--- src/rtl/gate_seq_pkg.sv ---
// Shared types and helpers for the gate vector sequencer.
// Holds the FSM state type, vector count and the gate reference model.
package gate_seq_pkg;

  typedef enum logic [1:0] {
    IDLE   = 2'd0,
    DRIVE  = 2'd1,
    SAMPLE = 2'd2,
    DONE   = 2'd3
  } state_t;

  localparam int NUM_VEC = 8;

  // Expected gate outputs packed as {t2, t1, t0}.
  function automatic logic [2:0] gate_expect(
    input logic a,
    input logic b,
    input logic c
  );
    return {~c, a | b, a & b};
  endfunction

endpackage

--- src/rtl/gate_vector_seq.sv ---
// Sweeps all {a,b,c} vectors into a gate block and checks t0/t1/t2.
// Ports: clk, rst_n, start; a/b/c, vec_idx out; t0..t2 in; busy, mismatch, err_cnt, done, pass.
module gate_vector_seq
  import gate_seq_pkg::*;
#(
  parameter int HOLD_CYCLES = 4,
  parameter int ERR_W       = 4
) (
  input  logic             clk,
  input  logic             rst_n,
  input  logic             start,
  output logic             a,
  output logic             b,
  output logic             c,
  input  logic             t0,
  input  logic             t1,
  input  logic             t2,
  output logic [2:0]       vec_idx,
  output logic             busy,
  output logic             mismatch,
  output logic [ERR_W-1:0] err_cnt,
  output logic             done,
  output logic             pass
);

  localparam int HW = (HOLD_CYCLES > 1) ? $clog2(HOLD_CYCLES) : 1;
  localparam logic [HW-1:0] HOLD_LOAD = HW'(HOLD_CYCLES - 1);
  localparam logic [ERR_W-1:0] ERR_MAX = '1;
  localparam logic [2:0] LAST_VEC = 3'(NUM_VEC - 1);

  state_t           state;
  logic [HW-1:0]    hold_cnt;
  logic [2:0]       obs;
  logic [2:0]       exp_v;
  logic [2:0]       nxt_vec;
  logic             hit;
  logic [ERR_W-1:0] err_nxt;

  assign obs     = {t2, t1, t0};
  assign exp_v   = gate_expect(a, b, c);
  assign nxt_vec = vec_idx + 3'd1;

  assign busy = (state == DRIVE) || (state == SAMPLE);
  assign done = (state == DONE);

  // An unknown compare leaves hit set, so X counts as a miss.
  always_comb begin
    hit = 1'b1;
    if (obs == exp_v) hit = 1'b0;
    err_nxt = err_cnt;
    if (hit && (err_cnt != ERR_MAX)) err_nxt = err_cnt + 1'b1;
  end

  always_ff @(posedge clk or negedge rst_n) begin
    if (!rst_n) begin
      state    <= IDLE;
      hold_cnt <= '0;
      vec_idx  <= '0;
      a        <= 1'b0;
      b        <= 1'b0;
      c        <= 1'b0;
      mismatch <= 1'b0;
      err_cnt  <= '0;
      pass     <= 1'b0;
    end else begin
      mismatch <= 1'b0;
      unique case (state)
        IDLE, DONE: begin
          if (start) begin
            state     <= DRIVE;
            vec_idx   <= '0;
            {a, b, c} <= 3'b000;
            hold_cnt  <= HOLD_LOAD;
            err_cnt   <= '0;
            pass      <= 1'b0;
          end else begin
            state <= IDLE;
          end
        end
        DRIVE: begin
          if (hold_cnt == '0) state <= SAMPLE;
          else hold_cnt <= hold_cnt - 1'b1;
        end
        SAMPLE: begin
          mismatch <= hit;
          err_cnt  <= err_nxt;
          if (vec_idx == LAST_VEC) begin
            state <= DONE;
            pass  <= (err_nxt == '0);
          end else begin
            state     <= DRIVE;
            vec_idx   <= nxt_vec;
            {a, b, c} <= nxt_vec;
            hold_cnt  <= HOLD_LOAD;
          end
        end
        default: state <= IDLE;
      endcase
    end
  end

endmodule

--- config.mk ---
export PLATFORM = sky130hd
export DESIGN_NAME = gate_vector_seq
export DESIGN_NICKNAME = d
export VERILOG_FILES = /design/src/rtl/gate_seq_pkg.sv /design/src/rtl/gate_vector_seq.sv
export SDC_FILE = /design/constraint.sdc
export NUM_CORES = 1
export LEC_CHECK = 0
export ABC_CLOCK_PERIOD_IN_PS = 4250
export CAP_MARGIN = 20
export CORE_MARGIN = 5
export CORE_UTILIZATION = 45
export DETAILED_ROUTE_END_ITERATION = 6
export GPL_ROUTABILITY_DRIVEN = 0
export PLACE_DENSITY = 0.83
export SLEW_MARGIN = 25
export SYNTH_ARGS = -nofsm -noshare
export SYNTH_HDL_FRONTEND = slang
export SYNTH_SLANG_ARGS = --single-unit
--- constraint.sdc ---
create_clock -name clk -period 4.25 [get_ports clk]
set_input_delay 0.85 -clock clk [delete_from_list [all_inputs] [get_ports clk]]
set_output_delay 0.85 -clock clk [all_outputs]
set_load 0.01 [all_outputs]
==> impl_metrics.csv, run 1 <==
group,metric,value,unit
outcome,status,"finished clean",
worst_setup_path,endpoint_kind,"output port",
worst_setup_path,crit_path_start_kind,"flip-flop",
die,initial_core_util,46.8,%
placed_design,port-buffer-count,19,
synthesis,synth_fp_nets,115,
synthesis,synth_cell_types,36,
sta,slew-limit-headroom,59.9,%
power_and_ir_drop,irDropWorstVdd,258,uV
synthesis,avgSynthCellArea,9.01,um^2
clocking,ctsRootBufferMaster,"clkbuf_4",
synthesis,synth_area_leaders,"dfrtp_1, ha_1, nand2_1",
clocking,htreeDepth,1,
synthesis,netlist_area,910,um^2
route,drt-pass1-iter-count,4,
route,vias_per_cell,5.25,
power_and_ir_drop,power,0.000438,W
grt,grt_start_max_net_pins,16,
synthesis,synth_top_area_share,35.8,%
sta,timing.fmax,386,MHz
route,route.vias.total,766,
worst_setup_path,crit_arrival,1.74,ns
placed_design,hpwl,1520,um
route,postRouteAntennaNets,0,
synthesis,syn_inst,101,
clocking,clockBufferDepth,2,
sta,slew_viol_final,0,
job,max_cap_violations,0,
clocking,postCtsSetupBuffers,0,
worst_setup_path,worstPathRequired,3.40,ns
cells_and_area,fill_cells,175,
die,die_x,55.0,um
sta,rsz0062_at_grt,"no",
grt,antenna_found_initial,0,
cells_and_area,nNetsFinal,134,
cells_and_area,layout-drive-gt1-share,7.56,%
die,die_h,55.0,um
grt,grt_use_total,14.0,%
die,dieArea,3020,um^2
clocking,cts_hold_buf,0,
die,row_count,16,
cells_and_area,diodes,0,
placed_design,placed_cell_area,1100,um^2
power_and_ir_drop,power_density,388,nW/um^2
grt,first_global_vias,715,
clocking,clk_pin_slew,0.08,ns
power_and_ir_drop,p_leak,0.530,nW
sta,clock_skew,0.00205,ns
synthesis,ys_seq_area_share,35.8,%
sta,setup_violations,0,
synthesis,yosysTopAreaCell,"dfrtp_1",
cells_and_area,fin_area,1130,um^2
worst_hold_path,hold_class,"flip-flop to flip-flop",
sta,period_needed,2.59,ns
route,drc,0,
route,drt_iter0_markers,6,
cells_and_area,final_cell_count_no_fill,146,
sta,hold_viol_final,0,
worst_setup_path,worstPathMaxFanout,6,
clocking,cts_tree,"built",
clocking,clk_latency,0.27,ns
synthesis,yosys_register_bits,13,
die,ios,20,
route,avgRoutedWirePerCell,12.9,um
clocking,post_cts_resize_count,0,
sta,fin_crit_sh,60.9,%
sta,tightest_slew,0.600,ns
placed_design,dp.cells,142,
route,wirelength,1890,um
die,core_area,1940,um^2
sta,tns,0,ns
grt,overflow,0,
synthesis,ys_warn_count,0,
cells_and_area,syn_to_final_growth,24.2,%
clocking,cts_sinks,13,
grt,grt_pass1_wl,3020,um
clocking,cts_buffers,3,
worst_setup_path,critical_path_class,"flip-flop to output port",
[kinds of logic after synthesis]
| family | count (synthesis) | synth area share (%) |
|---|---|---|
| mux | 2 | 2.34 |
| flops | 13 | 35.8 |
| xor+xnor | 2 | 2.75 |
| simple gates | 45 | 26.7 |
| compound gates | 21 | 16.1 |
| fa+ha+maj | 8 | 11.0 |
| buf+inv | 10 | 5.36 |
[final cells by class]
type                    count  area [um^2]  share of cell area [%]
well taps                  27         33.8                    2.99
clock buffers               4         26.3                    2.33
repair buffers             19          190                    16.8
multi-input cells          78          536                    47.4
inverters                   5         18.8                    1.66
flip-flops and latches     13          325                    28.8
[registers in the layout, indices dropped and copies added, names as in the netlist]
name	flops
hold_cnt	2
err_cnt	4
mismatch	1
pass	1
state	2
vec_idx	3
[Yosys cell counts]
library cell / count
dfrtp_1: 13
o31a_2: 1
nand4b_1: 2
nand3_1: 6
and3b_1: 2
mux2i_1: 1
inv_1: 5
xor2_2: 1
o21ai_1: 1
o211ai_2: 1
a22oi_1: 1
a32oi_1: 1
a21o_1: 1
ha_1: 8
o211ai_1: 3
and3_1: 2
nand2_1: 14
a211oi_1: 1
nor2_1: 8
mux2_2: 1
nand2_4: 1
or3_1: 1
nand2b_1: 2
or4_4: 1
a311o_1: 1
o21ai_0: 5
or4bb_1: 1
and2_1: 2
o31ai_1: 1
a21boi_0: 1
buf_4: 3
nor3_1: 1
clkbuf_1: 2
nor2b_1: 2
xor2_1: 1
a21oi_1: 3
[layer usage]
layer	global-route usage, %	up-vias	share of wire [%]
met5	0	-	0
met4	6.07	0	0.69
met3	3.75	2	6.5
met2	23.6	15	50
met1	16.6	359	43
li1	-	390	-
[stage by stage]
| step | worst slack [ns] | hold slack (ns) | util [%] |
|---|---|---|---|
| floorplan | 2.11 | 0.495 | - |
| global placement | 1.56 | 0.514 | 56.8 |
| detailed placement | 1.53 | 0.525 | 56.8 |
| CTS | 1.65 | 0.545 | 58.2 |
| global route | 1.56 | 0.560 | 58.2 |
| finish | 1.66 | 0.544 | 58.2 |
[final timing paths]
path	end	slack [ns]	from	cells past startpoint
setup / recovery	busy	1.66	state[0]	4
hold / removal	hold_cnt[1]	0.54	hold_cnt[1]	2
setup reg to reg	pass	2.21	state[0]	7
hold reg to reg	hold_cnt[1]	0.54	hold_cnt[1]	2
max in group asynchronous	state[0]	2.91	rst_n	1
min in group asynchronous	vec_idx[2]	0.95	rst_n	1
[critical path, stage by stage, from the launching register on]
cell and delay [ns]:
dfrtp_1 0.41, inv_1 0.07, ha_1 0.37, inv_1 0.08
clkdlybuf4s50_1 0.54
[layout by cell type (no fill, tap or decap), drive strengths merged]
cell	count
nand4b	2
a32oi	1
o21ai	6
nand2	15
a22oi	1
a311o	1
or3	1
nor2	8
nand2b	2
nor2b	2
clkbuf	4
clkdlybuf4s50	19
mux2i	1
and3	2
or4	1
dfrtp	13
or4bb	1
a21oi	3
o211ai	4
ha	8
o31ai	1
o31a	1
inv	5
nand3	6
a21boi	1
and3b	2
a21o	1
nor3	1
xor2	2
a211oi	1
and2	2
mux2	1
[report_power, final]
group	switching, W	leakage [nW]	internal [W]
Combinational	0.000107	0.343	0.0000887
Clock	0.0000412	0.0150	0.0000363
Sequential	0.0000220	0.171	0.000143
Power figures use the tool's default switching activity.
==> run 2: changes to the inputs <==
--- a/config.mk
+++ b/config.mk
@@ -5,7 +5,7 @@
 export SDC_FILE = /design/constraint.sdc
 export NUM_CORES = 1
 export LEC_CHECK = 0
-export ABC_CLOCK_PERIOD_IN_PS = 4250
+export ABC_CLOCK_PERIOD_IN_PS = 2400
 export CAP_MARGIN = 20
 export CORE_MARGIN = 5
 export CORE_UTILIZATION = 45
==> constraint.sdc (replaced) <==
create_clock -name clk -period 2.4 [get_ports clk]
set_input_delay 0.48 -clock clk [delete_from_list [all_inputs] [get_ports clk]]
set_output_delay 0.48 -clock clk [all_outputs]
set_load 0.01 [all_outputs]
==> impl_metrics.csv, run 2 (synthesis results as in run 1) <==
group,metric,value,unit
route,avgRoutedWirePerCell,13.2,um
grt,grt_use_total,15.2,%
clocking,clockBufferDepth,2,
grt,overflow,0,
sta,setup_violations,0,
cells_and_area,largest_register_ffs,4,
power_and_ir_drop,power,0.000777,W
route,met3_length,100,um
worst_setup_path,worstPathRequired,1.92,ns
clocking,cts_tree,"built",
worst_setup_path,timing.reg2reg.setup_slack,0.35,ns
sta,hold_viol_final,0,
worst_setup_path,rr_worst_depth,7,
route,drc,0,
clocking,htreeDepth,1,
clocking,postCtsSetupBuffers,0,
power_and_ir_drop,irDropWorstVdd,395,uV
worst_setup_path,endpoint_kind,"output port",
placed_design,hpwl,1520,um
clocking,cts_buffers,3,
worst_setup_path,worstReg2RegStart,"state[0]",
worst_setup_path,critical_path.max_stage_delay,0.53,ns
sta,rsz0062_at_grt,"no",
cells_and_area,fill_cells,180,
job,max_cap_violations,0,
power_and_ir_drop,power_density,688,nW/um^2
clocking,clk_pin_slew,0.08,ns
grt,antenna_found_initial,0,
cells_and_area,final_cell_count_no_fill,146,
worst_setup_path,critPathSlowestCell,"clkdlybuf4s50_1",
die,die_h,55.0,um
clocking,clk_latency,0.28,ns
cells_and_area,mostFrequentLayoutCells,"clkdlybuf4s50_1, nand2_1, dfrtp_1, nor2_1, ha_1",
worst_setup_path,crit_path_start_kind,"flip-flop",
worst_setup_path,worst-path-buf-inv,3,
placed_design,port-buffer-count,19,
route,wl_met1,829,um
grt,grt_pass1_wl,3240,um
route,wirelength,1930,um
worst_setup_path,crit_end,"busy",
worst_setup_path,crit_top_cell,"inv_1",
sta,slew_viol_final,0,
worst_hold_path,hold_class,"flip-flop to flip-flop",
worst_hold_path,min_path_cells,2,
cells_and_area,syn_to_final_growth,24.2,%
placed_design,dp.cells,142,
clocking,cts_sinks,13,
cells_and_area,nNetsFinal,134,
cells_and_area,diodes,0,
worst_setup_path,startpoint,"state[0]",
sta,fin_crit_sh,92.6,%
worst_setup_path,crit_cells,4,
outcome,status,"finished clean",
clocking,post_cts_resize_count,0,
die,ios,20,
sta,clock_skew,0.00442,ns
die,core_area,1940,um^2
route,maxUsedRoutingLayer,"met4",
grt,first_global_vias,753,
cells_and_area,layout-drive-gt1-share,7.56,%
worst_setup_path,critical_path_class,"flip-flop to output port",
power_and_ir_drop,p_leak,0.530,nW
worst_setup_path,crit_arrival,1.74,ns
cells_and_area,regMostFlops,"err_cnt",
worst_setup_path,worstPathMaxFanout,6,
sta,tightest_slew,0.598,ns
route,drt_iter0_markers,7,
cells_and_area,fin_area,1130,um^2
worst_setup_path,path_cells,"inv_1, ha_1, inv_1, clkdlybuf4s50_1",
sta,tns,0,ns
cells_and_area,multi_input_area,536,um^2
die,row_count,16,
sta,timing.fmax,450,MHz
worst_setup_path,critical-path-top-delay-family,"buffers and inverters",
die,dieArea,3020,um^2
sta,period_needed,2.22,ns
route,vias_per_cell,5.23,
sta,slew-limit-headroom,60.0,%
clocking,ctsRootBufferMaster,"clkbuf_4",
route,wl_met2,969,um
route,drt-pass1-iter-count,4,
die,die_x,55.0,um
cells_and_area,reg_top3,"err_cnt (4), vec_idx (3)",
route,postRouteAntennaNets,0,
route,route.vias.total,764,
worst_hold_path,min_from,"hold_cnt[1]",
cells_and_area,final_common_cell,"clkdlybuf4s50_1",
clocking,cts_hold_buf,0,
die,initial_core_util,46.8,%
placed_design,placed_cell_area,1100,um^2
worst_setup_path,r2r-end,"pass",
grt,grt_start_max_net_pins,16,
cells_and_area,ff_latch_area,325,um^2
run 2: cell counts in the layout (fill, tap and decap cells not counted):
Identical to the previous run, type by type.
run 2: area by class of cell:
type / instances / area share [%]
well taps: 27 / 2.99
multi-input cells: 78 / 47.4
flip-flops and latches: 13 / 28.8
repair buffers: 19 / 16.8
inverters: 5 / 1.66
clock buffers: 4 / 2.33
run 2: power by group:
group | internal [W] | total (W) | switching, W
Sequential | 0.000254 | 0.000292 | 0.0000383
Combinational | 0.000158 | 0.000346 | 0.000189
Clock | 0.0000645 | 0.000139 | 0.0000741
run 2: stage by stage:
step / utilization (%) / setup slack [ns] / hold slack, ns
after floorplan: - / 0.598 / 0.184
after global placement: 56.8 / 0.0783 / 0.516
after detailed placement: 56.8 / -0.0246 / 0.525
after CTS: 58.2 / 0.177 / 0.543
after global routing: 58.2 / 0.0959 / 0.608
final: 58.2 / 0.178 / 0.540
run 2: worst register-to-register path, stage by stage, from the launching register on:
cell and delay [ns]:
dfrtp_1 0.41, inv_1 0.07, ha_1 0.37, nand2b_1 0.24
o21ai_0 0.24, o21ai_0 0.31, o31a_2 0.20, a32oi_1 0.07
run 2: worst min-delay path by stage:
stage,endpoint
final,hold_cnt[1]
after global placement,hold_cnt[1]
after detailed placement,hold_cnt[1]
after floorplan,err_cnt[0]
after global routing,hold_cnt[1]
after CTS,hold_cnt[1]
run 2: metal layers:
metal | up-vias | track usage, %
met5 | - | 0
met3 | 4 | 3.49
li1 | 392 | -
met2 | 20 | 26.8
met1 | 348 | 17.2
met4 | 0 | 7.29
==> run 3: changes to the inputs <==
--- a/config.mk
+++ b/config.mk
@@ -5,9 +5,9 @@
 export SDC_FILE = /design/constraint.sdc
 export NUM_CORES = 1
 export LEC_CHECK = 0
-export ABC_CLOCK_PERIOD_IN_PS = 2400
+export ABC_CLOCK_PERIOD_IN_PS = 2300
 export CAP_MARGIN = 20
-export CORE_MARGIN = 5
+export CORE_MARGIN = 1
 export CORE_UTILIZATION = 45
 export DETAILED_ROUTE_END_ITERATION = 6
 export GPL_ROUTABILITY_DRIVEN = 0
==> constraint.sdc (replaced) <==
create_clock -name clk -period 2.3 [get_ports clk]
set_input_delay 0.46 -clock clk [delete_from_list [all_inputs] [get_ports clk]]
set_output_delay 0.46 -clock clk [all_outputs]
set_load 0.01 [all_outputs]
==> impl_metrics.csv, run 3 (synthesis results as in run 1) <==
group,metric,value,unit
sta,period_needed,2.20,ns
outcome,status,"finished clean",
sta,tightest_slew,0.578,ns
cells_and_area,fin_util,63.0,%
cells_and_area,syn_to_final_growth,24.8,%
placed_design,port-buffer-count,19,
grt,grt_pass1_wl,3190,um
placed_design,dp.cells,141,
sta,slew-limit-headroom,61.3,%
cells_and_area,mostFrequentLayoutCells,"clkdlybuf4s50_1, nand2_1, dfrtp_1, nor2_1, ha_1",
worst_setup_path,critical_path_class,"flip-flop to output port",
route,drt-pass1-iter-count,4,
route,vias_per_cell,5.72,
grt,antenna_found_initial,0,
die,core_area,1800,um^2
cells_and_area,layout-drive-gt1-share,8.33,%
clocking,clk_pin_slew,0.07,ns
route,avgRoutedWirePerCell,13.5,um
clocking,htreeDepth,1,
route,drc,0,
clocking,clk_latency,0.28,ns
die,initial_core_util,50.5,%
die,dieArea,2210,um^2
worst_setup_path,crit_path_start_kind,"flip-flop",
worst_setup_path,critical_path.max_stage_delay,0.53,ns
die,ios,20,
grt,grt_start_max_net_pins,16,
clocking,cts_tree,"built",
die,die_h,47.0,um
worst_setup_path,crit_top_cell,"inv_1",
cells_and_area,largest_register_ffs,4,
worst_setup_path,critPathSlowestCell,"clkdlybuf4s50_1",
worst_setup_path,crit_arrival,1.74,ns
sta,hold_ws,0.548,ns
power_and_ir_drop,p_leak,0.535,nW
cells_and_area,nNetsFinal,135,
sta,hold_viol_final,0,
clocking,ctsRootBufferMaster,"clkbuf_4",
worst_setup_path,worstPathMaxFanout,6,
power_and_ir_drop,irDropWorstVdd,584,uV
clocking,postCtsSetupBuffers,0,
die,die_x,47.0,um
clocking,cts_buffers,3,
sta,rsz0062_at_grt,"no",
grt,first_global_vias,775,
sta,clock_skew,0.000923,ns
cells_and_area,final_common_cell,"clkdlybuf4s50_1",
cells_and_area,diodes,0,
worst_setup_path,rr_worst_depth,7,
sta,timing.fmax,454,MHz
grt,grt_use_total,20.5,%
cells_and_area,reg_top3,"err_cnt (4), vec_idx (3)",
die,row_count,15,
clocking,cts_hold_buf,0,
worst_setup_path,worstPathRequired,1.84,ns
worst_setup_path,endpoint_kind,"output port",
power_and_ir_drop,power_density,720,nW/um^2
cells_and_area,regMostFlops,"err_cnt",
worst_hold_path,hold_class,"input pin to async pin",
placed_design,hpwl,1480,um
route,wirelength,1960,um
cells_and_area,final_cell_count_no_fill,145,
route,drt_iter0_markers,40,
job,max_cap_violations,0,
route,route.vias.total,829,
sta,setup_violations,0,
clocking,post_cts_resize_count,0,
route,postRouteAntennaNets,0,
clocking,clockBufferDepth,2,
sta,slew_viol_final,0,
worst_setup_path,path_cells,"inv_1, ha_1, inv_1, clkdlybuf4s50_1",
sta,fin_crit_sh,95.7,%
grt,overflow,0,
clocking,cts_sinks,13,
run 3: cell count changes in the layout (fill, tap and decap cells not counted):
cell	delta
buf_4	+1
run 3: path summary, 6_finish.rpt:
kind / from / end / slack [ns]
min: rst_n / state[1] / 0.55
max: state[0] / busy / 0.1
min reg2reg: hold_cnt[1] / hold_cnt[1] / 0.57
max reg2reg: state[0] / pass / 0.27
max in group asynchronous: rst_n / err_cnt[0] / 1.38
min in group clk: hold_cnt[1] / hold_cnt[1] / 0.57
run 3: final cells by class:
type	count	area [um^2]
Clock buffer	4	26.3
Timing Repair Buffer	20	198
Sequential cell	13	325
Multi-Input combinational cell	78	536
Inverter	5	18.8
Fill cell	164	667
Tap cell	25	31.3
run 3: critical path, delay by kind of cell (launching register included):
| family | cells | cell delay (ns) |
|---|---|---|
| adders and majority gates | 1 | 0.37 |
| buffers and inverters | 3 | 0.69 |
| DFF | 1 | 0.41 |
run 3: metal layers:
| layer | vias up | routed length [um] | GRT usage [%] |
|---|---|---|---|
| li1 | 397 | - | - |
| met1 | 395 | 884 | 25.8 |
| met2 | 30 | 954 | 35.0 |
| met3 | 7 | 89 | 3.46 |
| met4 | 0 | 31 | 8.00 |
| met5 | - | 0 | 0 |
run 3: stage by stage:
stage | cell area, um^2 | setup WS (ns) | setup TNS [ns] | power (W)
after global placement | 1110 | 0.0217 | 0 | 0.000657
after global routing | 1130 | 0.0248 | 0 | 0.000875
after CTS | 1130 | 0.0988 | 0 | 0.000818
after floorplan | 910 | 0.498 | 0 | 0.000549
after detailed placement | 1110 | -0.0650 | -0.0650 | 0.000676
final | 1130 | 0.0997 | 0 | 0.000817
run 3: power breakdown:
part           switching (W)  internal (W)
Combinational       0.000203      0.000165
Clock              0.0000734     0.0000673
Sequential         0.0000438      0.000265
==> RTL change, RTL diff (config.mk and constraints of run 2) <==
Encoding of `state_t`: now one-hot (4 bits for 4 states).
--- a/src/rtl/gate_seq_pkg.sv
+++ b/src/rtl/gate_seq_pkg.sv
@@ -3,9 +3,9 @@
 package gate_seq_pkg;
 
-  typedef enum logic [1:0] {
-    IDLE   = 2'd0,
-    DRIVE  = 2'd1,
-    SAMPLE = 2'd2,
-    DONE   = 2'd3
+  typedef enum logic [3:0] {
+    IDLE   = 4'b0001,
+    DRIVE  = 4'b0010,
+    SAMPLE = 4'b0100,
+    DONE   = 4'b1000
   } state_t;
 
Behaviour: no difference found for any inputs over 10 cycles, from zero or initial values and one cycle with rst_n low; not proved beyond that.
==> RTL change against run 2 <==
- wire length is 7.2% higher
- synthesized area is 1.2% higher
- synthesized cell count is 8.9% lower
- critical path depth is 1 lower
- worst setup slack worse by 25 ps
- sequential share of layout area is 3.1 points higher
- sequential cell count is 2 higher
- critical path type unchanged
- power is 6.4% higher
- design area is 4.4% higher
- non-clock buffer count is 4 higher
==> RTL change: results (changes against run 2) <==
largest net degree at the start of global routing 16 (unchanged); router iterations before antenna repair 4 (unchanged); drt total wl 2.070 mm (+7.2%); syn_nets 102 (-11%); clk_skew 7.880 ps (+3.457 ps); Worst VDD drop 0.0003034 V (-23%); Primary FF master, synth dfrtp_1; post-CTS sizing 0 (unchanged); initial antenna violation count 0 (unchanged); critical path's largest stage delay between 500 and 600 ps; Compound-Gate Fraction of Synth Area 18.34% (+2.2 points); clock-pin slew on the worst setup and hold paths roughly 90 ps; Skew-Pair Late Insertion Delay 280 ps (about the same); ranking of synthesized cells by area dfrtp_1 38%, ha_1 5.4%, nor2_1 3.3%, o211ai_1 3.3%, dfstp_2 2.9%; biggest registers after layout err_cnt x4, state x4, hold_cnt x2; crit-path leading delay family buffers and inverters; Root Driver clkbuf_4; first-pass GRT wire length 3.560 mm (+10%); Synth async-reset ratio 100.0% (unchanged); crit-path max FO 7 (+1); Post-Synth Adder-Cell Area 5.435% (-5.6 points); number of synthesized flops with an enable pin 0 (unchanged); status finished clean; Synth cell types 41 (+14%); post-synthesis mux area share 2.853% (+0.51 points); Slowest-stage cell, CP clkdlybuf4s50_1; share of layout cells above drive strength 1 16.52% (+9.0 points); post-synthesis xor/xnor area fraction 1.902% (-0.85 points); Final nets 126 (-6.0%); Leakage 0.4903 nW (-7.4%); Total GRT Usage 14.53% (-0.68 points); DR iter-0 viols 21 (+14); TritonCTS Buffers 3 (unchanged); post-place instance area 0.001147 mm² (+4.0%); synth warn 0 (unchanged); setup bufs post-CTS 0 (unchanged); Detailed Place HPWL 1.572 mm (+3.3%); antenna cells 0 (unchanged); fill cell count 185 (+2.8%); register area share after synthesis 40.90% (+5.1 points); most frequent cells after synthesis 14 x dfrtp_1, 8 x nor2_1, 6 x inv_1, 5 x nand2_1; Max clock buf depth 2 (unchanged); HP Class reg -> reg; H-tree depth 1 (unchanged); Buffers on Ports 19 (unchanged); Vias 813 (+6.4%); Least-Margin Pin Slew 669.6 ps (+71.17 ps)
[RTL change: where the power goes]
part / total [mW] / switching [mW] / internal, mW
clock: 0.140 / 0.0757 / 0.0644
combinational: 0.301 / 0.131 / 0.170
sequential: 0.386 / 0.0849 / 0.301
total: 0.827 / 0.292 / 0.536
[RTL change: logic make-up (layout without fill, tap and decap cells)]
family | after synthesis | count (layout)
AO/OA/AOI/OAI | 23 | 23
XOR/XNOR | 2 | 2
adder cells (fa/ha/maj) | 4 | 4
buffers and inverters | 10 | 33
flip-flops | 15 | 15
multiplexers | 2 | 2
AND/OR/NAND/NOR | 36 | 36
[RTL change: area by class of cell]
cell class | instances | area share, %
Clock buffer | 4 | 2.227
Tap cell | 27 | 2.863
Multi-Input combinational cell | 67 | 42.42
Timing Repair Buffer | 23 | 18.66
Sequential cell | 15 | 31.92
Inverter | 6 | 1.909
[RTL change: per-layer routing]
layer  global-route usage (%)  up-vias  share of wire [%]
met5                        0        -                  0
met4                    8.333        0                1.4
met3                    2.331        2                4.4
met2                    23.65       32                 50
met1                    18.08      388                 44
li1                         -      391                  -
[RTL change: worst paths after layout]
kind / from / slack [ps] / to / depth (start not counted)
worst max-delay path: state[3] / 150 / busy / 3
min in group asynchronous: rst_n / 600 / pass / 1
max in group asynchronous: rst_n / 1360 / state[1] / 1
worst min-delay path: pass / 520 / pass / 1
worst min register to register: pass / 520 / pass / 1
worst max register to register: state[0] / 450 / hold_cnt[1] / 5
[RTL change: through the flow]
stage               hold slack [ps]  std cells  util (%)  setup slack [ps]
floorplan                     184.4         92         -             466.3
finish                        518.5        142     60.14             153.4
CTS                           517.3        142     59.82             60.83
global placement              500.8        138     58.48             137.0
global route                  563.1        142     60.14             37.45
detailed placement            497.4        138     58.48             59.38
